**config.mk**
```make
export PLATFORM = sky130hd
export DESIGN_NAME = alu_arbiter
export DESIGN_NICKNAME = d
export VERILOG_FILES = /design/src/rtl/alu_pkg.sv /design/src/rtl/rr_arb2.sv /design/src/rtl/alu_arbiter.sv
export SDC_FILE = /design/constraint.sdc
export NUM_CORES = 1
export LEC_CHECK = 0
export ABC_AREA = 1
export BUFFER_PORTS_ARGS = -buffer_cell sky130_fd_sc_hd__buf_2
export CELL_PAD_IN_SITES_DETAIL_PLACEMENT = 1
export CELL_PAD_IN_SITES_GLOBAL_PLACEMENT = 1
export CORE_MARGIN = 3
export CORE_UTILIZATION = 32
export CTS_BUF_LIST = sky130_fd_sc_hd__clkbuf_4
export DETAILED_ROUTE_END_ITERATION = 10
export PLACE_DENSITY_LB_ADDON = 0.1
export SYNTH_ARGS = -nofsm -noshare
export SYNTH_HDL_FRONTEND = slang
export SYNTH_SLANG_ARGS = --single-unit
```
**constraint.sdc**
```tcl
create_clock -name clk -period 1.97 [get_ports clk]
set_input_delay 0 -clock clk [delete_from_list [all_inputs] [get_ports clk]]
set_output_delay 0 -clock clk [all_outputs]
set_load 0.02 [all_outputs]
```
**src/rtl/alu_pkg.sv**
```systemverilog
// alu_pkg: shared constants for the ALU arbiter slice.
//   WIDTH/OPW/NUM_OPS : default operand width, opcode width, legal opcode count
//   OP_*              : ALU opcode encodings (ADD=0 .. DIV=9)
//   ST_*              : arbiter FSM state encodings
package alu_pkg;

  localparam int unsigned WIDTH   = 8;
  localparam int unsigned OPW     = 4;
  localparam int unsigned NUM_OPS = 10;

  localparam logic [3:0] OP_ADD = 4'd0;
  localparam logic [3:0] OP_SUB = 4'd1;
  localparam logic [3:0] OP_AND = 4'd2;
  localparam logic [3:0] OP_OR  = 4'd3;
  localparam logic [3:0] OP_XOR = 4'd4;
  localparam logic [3:0] OP_NOT = 4'd5;
  localparam logic [3:0] OP_SHL = 4'd6;
  localparam logic [3:0] OP_SHR = 4'd7;
  localparam logic [3:0] OP_MUL = 4'd8;
  localparam logic [3:0] OP_DIV = 4'd9;

  localparam logic [1:0] ST_IDLE = 2'd0;
  localparam logic [1:0] ST_EXEC = 2'd1;
  localparam logic [1:0] ST_RESP = 2'd2;

endpackage

```
**src/rtl/rr_arb2.sv**
```systemverilog
// rr_arb2: two-way round-robin grant.
//   clk, rst    : clock, synchronous active-high reset (pointer -> 0)
//   req_valid   : per-requester request
//   en          : grants may be issued this cycle
//   gnt         : one-hot grant (combinational); a grant is an accept
//   gnt_id      : index of the favoured/granted requester
//   accept      : a grant was issued this cycle
// The pointer moves past the granted requester only when a grant happens.
module rr_arb2 (
  input  logic       clk,
  input  logic       rst,
  input  logic [1:0] req_valid,
  input  logic       en,
  output logic [1:0] gnt,
  output logic       gnt_id,
  output logic       accept
);

  logic rr_ptr_q, rr_ptr_d;

  always_comb begin
    gnt_id   = req_valid[rr_ptr_q] ? rr_ptr_q : ~rr_ptr_q;
    gnt      = (en && req_valid[gnt_id]) ? (2'b01 << gnt_id) : 2'b00;
    accept   = |gnt;
    rr_ptr_d = accept ? ~gnt_id : rr_ptr_q;
  end

  always_ff @(posedge clk) begin
    if (rst) rr_ptr_q <= 1'b0;
    else     rr_ptr_q <= rr_ptr_d;
  end

endmodule

```
**src/rtl/alu_arbiter.sv**
```systemverilog
// alu_arbiter: shares one combinational ALU between two requesters.
//   clk, rst               : clock, synchronous active-high reset
//   req_valid/req_ready    : per-requester issue handshake (bit i = requester i)
//   req_rs1/req_rs2/req_op : packed per-requester operands and opcode
//   alu_rs1/alu_rs2/alu_opcode : registered ALU inputs
//   alu_out/alu_carry      : ALU result
//   rsp_valid/rsp_ready    : response handshake
//   rsp_id/rsp_data/rsp_carry/rsp_err : response fields
// Optional macro ALU_OP_CHECK_EN: flags illegal opcodes and divide-by-zero,
// returning rsp_err=1 with zero data; otherwise rsp_err is tied low.
module alu_arbiter
  import alu_pkg::*;
#(
  parameter int unsigned WIDTH   = alu_pkg::WIDTH,
  parameter int unsigned OPW     = alu_pkg::OPW,
  parameter int unsigned NUM_OPS = alu_pkg::NUM_OPS
) (
  input  logic               clk,
  input  logic               rst,
  input  logic [1:0]         req_valid,
  output logic [1:0]         req_ready,
  input  logic [2*WIDTH-1:0] req_rs1,
  input  logic [2*WIDTH-1:0] req_rs2,
  input  logic [2*OPW-1:0]   req_op,
  output logic [WIDTH-1:0]   alu_rs1,
  output logic [WIDTH-1:0]   alu_rs2,
  output logic [OPW-1:0]     alu_opcode,
  input  logic [WIDTH-1:0]   alu_out,
  input  logic               alu_carry,
  output logic               rsp_valid,
  input  logic               rsp_ready,
  output logic               rsp_id,
  output logic [WIDTH-1:0]   rsp_data,
  output logic               rsp_carry,
  output logic               rsp_err
);

  if (NUM_OPS > (1 << OPW)) begin : g_cfg_err
    $error("NUM_OPS exceeds the opcode space");
  end

  logic [1:0]       state_q, state_d;
  logic [WIDTH-1:0] alu_rs1_q, alu_rs1_d, alu_rs2_q, alu_rs2_d;
  logic [OPW-1:0]   alu_op_q, alu_op_d;
  logic             id_q, id_d;
  logic [WIDTH-1:0] data_q, data_d;
  logic             carry_q, carry_d;

  logic [1:0]       gnt;
  logic             gnt_id, accept;
  logic [WIDTH-1:0] sel_rs1, sel_rs2;
  logic [OPW-1:0]   sel_op;

  // Gating with rst keeps req_ready low while reset is held.
  rr_arb2 u_arb (
    .clk       (clk),
    .rst       (rst),
    .req_valid (req_valid),
    .en        ((state_q == ST_IDLE) && !rst),
    .gnt       (gnt),
    .gnt_id    (gnt_id),
    .accept    (accept)
  );

  assign sel_rs1 = gnt_id ? req_rs1[2*WIDTH-1:WIDTH] : req_rs1[WIDTH-1:0];
  assign sel_rs2 = gnt_id ? req_rs2[2*WIDTH-1:WIDTH] : req_rs2[WIDTH-1:0];
  assign sel_op  = gnt_id ? req_op[2*OPW-1:OPW]      : req_op[OPW-1:0];

`ifdef ALU_OP_CHECK_EN
  logic err_q, err_d;
  logic bad_op;
  assign bad_op = (32'(sel_op) >= NUM_OPS) ||
                  ((sel_op == OPW'(OP_DIV)) && (sel_rs2 == '0));
  assign rsp_err = err_q;
`else
  assign rsp_err = 1'b0;
`endif

  always_comb begin
    state_d   = state_q;
    alu_rs1_d = alu_rs1_q;
    alu_rs2_d = alu_rs2_q;
    alu_op_d  = alu_op_q;
    id_d      = id_q;
    data_d    = data_q;
    carry_d   = carry_q;
`ifdef ALU_OP_CHECK_EN
    err_d     = err_q;
`endif
    case (state_q)
      ST_IDLE: begin
        if (accept) begin
          alu_rs1_d = sel_rs1;
          alu_rs2_d = sel_rs2;
          alu_op_d  = sel_op;
          id_d      = gnt_id;
          state_d   = ST_EXEC;
`ifdef ALU_OP_CHECK_EN
          err_d     = bad_op;
          // Flagged ops still occupy the ALU slot, but with a harmless ADD 0+0.
          if (bad_op) begin
            alu_rs1_d = '0;
            alu_rs2_d = '0;
            alu_op_d  = '0;
          end
`endif
        end
      end
      ST_EXEC: begin
        data_d  = alu_out;
        carry_d = alu_carry;
`ifdef ALU_OP_CHECK_EN
        if (err_q) begin
          data_d  = '0;
          carry_d = 1'b0;
        end
`endif
        state_d = ST_RESP;
      end
      ST_RESP: begin
        if (rsp_ready) state_d = ST_IDLE;
      end
      default: state_d = ST_IDLE;
    endcase
  end

  always_ff @(posedge clk) begin
    if (rst) begin
      state_q   <= ST_IDLE;
      alu_rs1_q <= '0;
      alu_rs2_q <= '0;
      alu_op_q  <= '0;
      id_q      <= 1'b0;
      data_q    <= '0;
      carry_q   <= 1'b0;
`ifdef ALU_OP_CHECK_EN
      err_q     <= 1'b0;
`endif
    end else begin
      state_q   <= state_d;
      alu_rs1_q <= alu_rs1_d;
      alu_rs2_q <= alu_rs2_d;
      alu_op_q  <= alu_op_d;
      id_q      <= id_d;
      data_q    <= data_d;
      carry_q   <= carry_d;
`ifdef ALU_OP_CHECK_EN
      err_q     <= err_d;
`endif
    end
  end

  assign req_ready  = gnt;
  assign alu_rs1    = alu_rs1_q;
  assign alu_rs2    = alu_rs2_q;
  assign alu_opcode = alu_op_q;
  assign rsp_valid  = (state_q == ST_RESP);
  assign rsp_id     = id_q;
  assign rsp_data   = data_q;
  assign rsp_carry  = carry_q;

endmodule

```
**Word level (Yosys, flattened, before mapping)**

Cells that the tools add are included.
Widths: inputs -> output; s select.

- Logic and storage cells: 36
- Output and inout bits: 34
- Input port bits: 54
- Register bits after elaboration: 33

- Eq/ne operators: 4
- Multiplexer cells: 12
- $lt $le $gt $ge: 2
- Reduce and logical (&&, ||, !) cells: 7
- Shifts and indexed selects: 1
- Bitwise logic cells: 2

Operator list:

| kind | count |
|---|---|
| $mux 8 | 2 |
| $mux 2 | 3 |
| $pmux 2 s3 | 1 |
| $mux 1 | 5 |
| $lt 1x2->1 const B | 2 |
| $mux 4 | 1 |
| $reduce_and 2->1 | 2 |
| $eq 2x1->1 const B | 1 |
| $eq 2x2->1 const B | 1 |
| $logic_and 1x1->1 | 2 |
| $logic_not 2->1 | 1 |
| $ne 2x1->1 const B | 1 |
| $ne 2x2->1 const B | 1 |
| $not 1->1 | 2 |
| $reduce_or 2->1 | 1 |
| $shl 1x1->2 const A | 1 |
| $logic_not 1->1 | 1 |

**Logic depth before layout (Yosys ltp)**

- Depth in word-level cells: 10
- Mapped depth: 7
- Gate-level depth less buffers: 6

**By module**

Synthesis repeated with hierarchy kept, for this count alone.

- Cell total of the unflattened synthesis: 263
- Area total of the unflattened synthesis: 1605.3 sq um

By module, submodules not included:

| module | instances | area an instance (sq um) | seq. area each (sq um) | cells each |
|---|---|---|---|---|
| alu_arbiter | 1 | 1534.0 | 640.6 | 250 |
| rr_arb2 | 1 | 71.3 | 20.0 | 13 |

**Least setup slack after synthesis**

OpenSTA, ideal clock, no wires.

- Path type: register -> register
- Start point: register u_arb.rr_ptr_q
- End point: register u_arb.rr_ptr_q
- Path buffers: 1
- Data arrival time: 1.088 ns
- Required time: 1.833 ns
- Cell stages (with the launch flop): 6
- Library setup time: 0.137 ns
- Clock period less this slack: 1.224 ns
- Slack: 0.746 ns
- Cells stage by stage: dfxtp_1 -> inv_1 -> nand2_1 -> buf_4 -> a21oi_1 -> nor2_1

- Word-level cells in the longest chain between the ends: 8
- Elaborated cells on any way between the ends: 11
- Classes of those cells: shift (1); mux (6); bitwise (2); reduce/logical (2)

Ends and longest elaborated chain:

| item | line | text |
|---|---|---|
| start, declared | rr_arb2.sv:19 | `logic rr_ptr_q, rr_ptr_d;` |
| start signal, assigned | rr_arb2.sv:30 | `else rr_ptr_q <= rr_ptr_d;` |
| $mux 1 (not written as such) (2 in series) | rr_arb2.sv:22 | `gnt_id = req_valid[rr_ptr_q] ? rr_ptr_q : ~rr_ptr_q;` |
| $mux 1 (*) | rr_arb2.sv:22 |  |
| $mux 1 (not written as such) (2 in series) | rr_arb2.sv:23 | `gnt = (en && req_valid[gnt_id]) ? (2'b01 << gnt_id) : 2'b00;` |
| $logic_and 1x1->1 | rr_arb2.sv:23 |  |
| $mux 2 (*) | rr_arb2.sv:23 |  |
| named net req_ready[1] | alu_arbiter.sv:21 | `output logic [1:0] req_ready,` |
| $reduce_or 2->1 (*) | rr_arb2.sv:24 | `accept = \|gnt;` |

Mark *: on every way through the listed nets, which the timed path passes. The rest lies on a longest branch. The select of a mux whose other input is x is not followed.
A chain may end at the register's enable or synchronous reset.

**Worst setup path after layout**

- Start point: register u_arb.rr_ptr_q
- End point: output port req_ready[1]

- Word-level cells in the longest chain between the ends: 7
- Elaborated cells on any way between the ends: 9
- Classes of those cells: shift (1); mux (6); bitwise (1); reduce/logical (1)

Ends and longest elaborated chain:

| item | line |
|---|---|
| $mux 1 (not written as such) (2 in series) | rr_arb2.sv:22 |
| $mux 1 (*) | rr_arb2.sv:22 |
| $mux 1 (not written as such) (2 in series) | rr_arb2.sv:23 |
| $logic_and 1x1->1 | rr_arb2.sv:23 |
| $mux 2 (*) | rr_arb2.sv:23 |
| end, declared | alu_arbiter.sv:21 |

Mark *: on every way between the ends. The rest lies on a longest branch, timed or not. The select of a mux whose other input is x is not followed.

==> results.toml <==
[run_status]
status = "completed"

[cts]
cts_resized = 0
post_cts_buffers = 0
cts.clk_slew.worst_paths_ns = 0.10
insertion_delay_ns = 0.33
cts.path.max_buffers = 2
cts_sinks = 33
numCtsBuffers = 5
htreeDepth = 2
cts_tree = "yes"
root_buffer = "clkbuf_4"

[layout]
num_antenna_cells = 0
design_area_um2 = 2080
drive_above_1_share = 0.319
nFillCells = 607
syn2layout_area_growth_pct = 37.1
fin_util = 0.465
nets = 368

[timing]
tightest_slew_ns = 0.689
finalSetupViolCount = 0
setup_tns_ns = 0
fin_hold_ws_ns = 0.0136
clock.fmax_mhz = 583
slew_violations = 0
worst_slack_ns = 0.254
period_minus_slack_ns = 1.72
timing.final.crit_share = 0.871
final_hold_viol_count = 0
slew_headroom = 0.539
finClkSkew_ns = 0.0130
rsz0062_at_grt = "no"

[setup_path]
cp_cell_sequence = "inv_1 > nand2_1 > a21oi_1 > buf_2"
arrival_ns = 1.72
r2r-end = "alu_rs2[4]"
critPathMaxFanout = 21
crit_cells = 4
crit_start = "u_arb.rr_ptr_q"
worst_r2r_path_depth = 6
path_class = "reg2out"
reg2reg_from = "u_arb.rr_ptr_q"
slowest_delay_ns = 0.40
startpoint_type = "flop"
end_kind = "output pin"
rrSetupSlack_ns = 0.46
cp_slowest_cell = "nand2_1"
worst-path-buf-inv = 2
crit_required_ns = 1.97
critPathTopFamily = "simple AND/OR/NAND/NOR gates"
crit_end = "req_ready[1]"

[detailed_routing]
initialDrtViolationCount = 74
routed_wirelength_um = 5150
wl_per_cell_um = 14.1
vias = 1768
wl_met3_um = 301
vias_per_cell = 4.84
drt-met1-wl_um = 2340
drc = 0
drtAntennaViolNets = 0
top_layer = "met4"
drt_first_pass_iters = 5
dr_wl_met2_um = 2440

[synth]
ys_seq_elements = 33
netlist_instances = 225
netlist_area_um2 = 1520
ys_types = 15
yosysSeqAreaShare = 0.435
syn_nets = 279
yosys_warnings = 0
synth.top_cell.area_share = 0.435
netlist_top_cells_area = "dfxtp_1 (43%), nand2_1 (17%), nand3_1 (14%)"
synth_top_cell_by_area = "dfxtp_1"
syn_avg_cell_area_um2 = 6.75

[global_route]
grt_max_degree = 24
antenna_found_initial = 0
grt_overflow = 0
gr-usage-all-layers = 0.195
grt_pass1_wl_um = 8350
grt_pass1_vias = 1799

[floorplanning]
die_w_um = 74.9
die_y_um = 74.9
dieArea_um2 = 5610
core_area_um2 = 4470
core.rowCount = 24
pin_count = 88
initial_utilization = 0.339

[power_and_ir_drop]
power_density_nw_per_um2 = 736
p_leak_nw = 1.08
max-vdd-ir-drop_v = 0.000250

[flow_run]
drv_cap = 0

[place]
post_dp_cell_area_um2 = 1940
dp_hpwl_um = 3790
pre_cts_slack_ns = 0.495
gp_congestion = 0.790
port_buffers = 86

[worst_hold_path]
hold_path_class = "in2reg"
holdPathStages = 5
[synthesized netlist by cell type]
master and n:
nand2_1 67, nand3_1 41, dfxtp_1 33, a21oi_1 23, nor2_1 21, o21ai_0 11
buf_4 7, buf_2 6, clkbuf_1 4, inv_1 4, inv_2 4, clkinv_1 1
conb_1 1, nand4_1 1, nor2_4 1
[registers in the layout (all words and copies together) (netlist names)]
register,flops
alu_rs1,8
rsp_carry,1
rsp_data,8
alu_opcode,4
u_arb.rr_ptr_q,1
state_q,2
rsp_id,1
alu_rs2,8
[worst min path at each step]
stage	startpoint	endpoint	slack [ns]
2_1_floorplan	rst	alu_opcode[0]	0.07
3_3_place_gp	alu_out[5]	rsp_data[5]	0.26
3_5_place_dp	alu_out[4]	rsp_data[4]	0.26
4_1_cts	req_rs1[3]	alu_rs1[3]	0.006
5_1_grt	req_rs1[3]	alu_rs1[3]	0.002
6_report	req_rs1[14]	alu_rs1[6]	0.01
[cell type report]
type / instances / area [µm²] / area share
Tap cell: 52 / 65.1 / 0.0312
Sequential cell: 33 / 661 / 0.317
Multi-Input combinational cell: 166 / 727 / 0.349
Clock buffer: 5 / 37.5 / 0.0180
Timing Repair Buffer: 99 / 553 / 0.266
Clock inverter: 1 / 5.00 / 0.00240
Inverter: 9 / 33.8 / 0.0162
[repair_timing]
item                                    in CTS  in global routing
hold buffers                                10                  0
endpoints found under the setup margin       0                  0
hold endpoints to repair                    10                  0
[where the power goes]
group          total, mW  internal, mW  switching [mW]
Clock              0.341         0.124           0.217
Sequential         0.754         0.723          0.0305
Combinational      0.438         0.165           0.273
[cell families (layout without fill, tap and decap cells)]
kind of cell,Yosys count,in the layout,synth area share
other,1,1,0.00247
AO/OA/AOI/OAI,34,34,0.112
AND/OR/NAND/NOR,131,131,0.364
flip-flops,33,33,0.435
buffers and inverters,26,114,0.0865
[placed cells by master, fill, tap and decap left out]
cell,count
buf_2,86
nand2_1,67
nand3_1,41
dfxtp_1,33
a21oi_1,23
nor2_1,21
o21ai_0,11
dlygate4sd3_1,10
clkbuf_4,5
inv_1,4
inv_2,4
buf_4,3
nand4_1,1
clkinv_1,1
nor2_4,1
conb_1,1
clkinv_2,1
[layer usage]
metal,vias up,track usage
li1,904,-
met1,802,0.249
met2,55,0.319
met3,7,0.0574
met4,0,0.0553
met5,-,0
[through the flow]
stage | instances | total power, mW
floorplan | 225 | 1.05
global placement | 349 | 1.19
detailed placement | 349 | 1.19
CTS | 365 | 1.55
global route | 365 | 1.64
finish | 365 | 1.53
[worst min-delay path, delay by kind of cell]
family / cells / cell delay (ns)
buffers and inverters: 1 / 0.10
and+or+nand+nor: 3 / 0.17
AOI/OAI and AO/OA: 1 / 0.05
No activity file was read; power rests on OpenSTA's default activity.
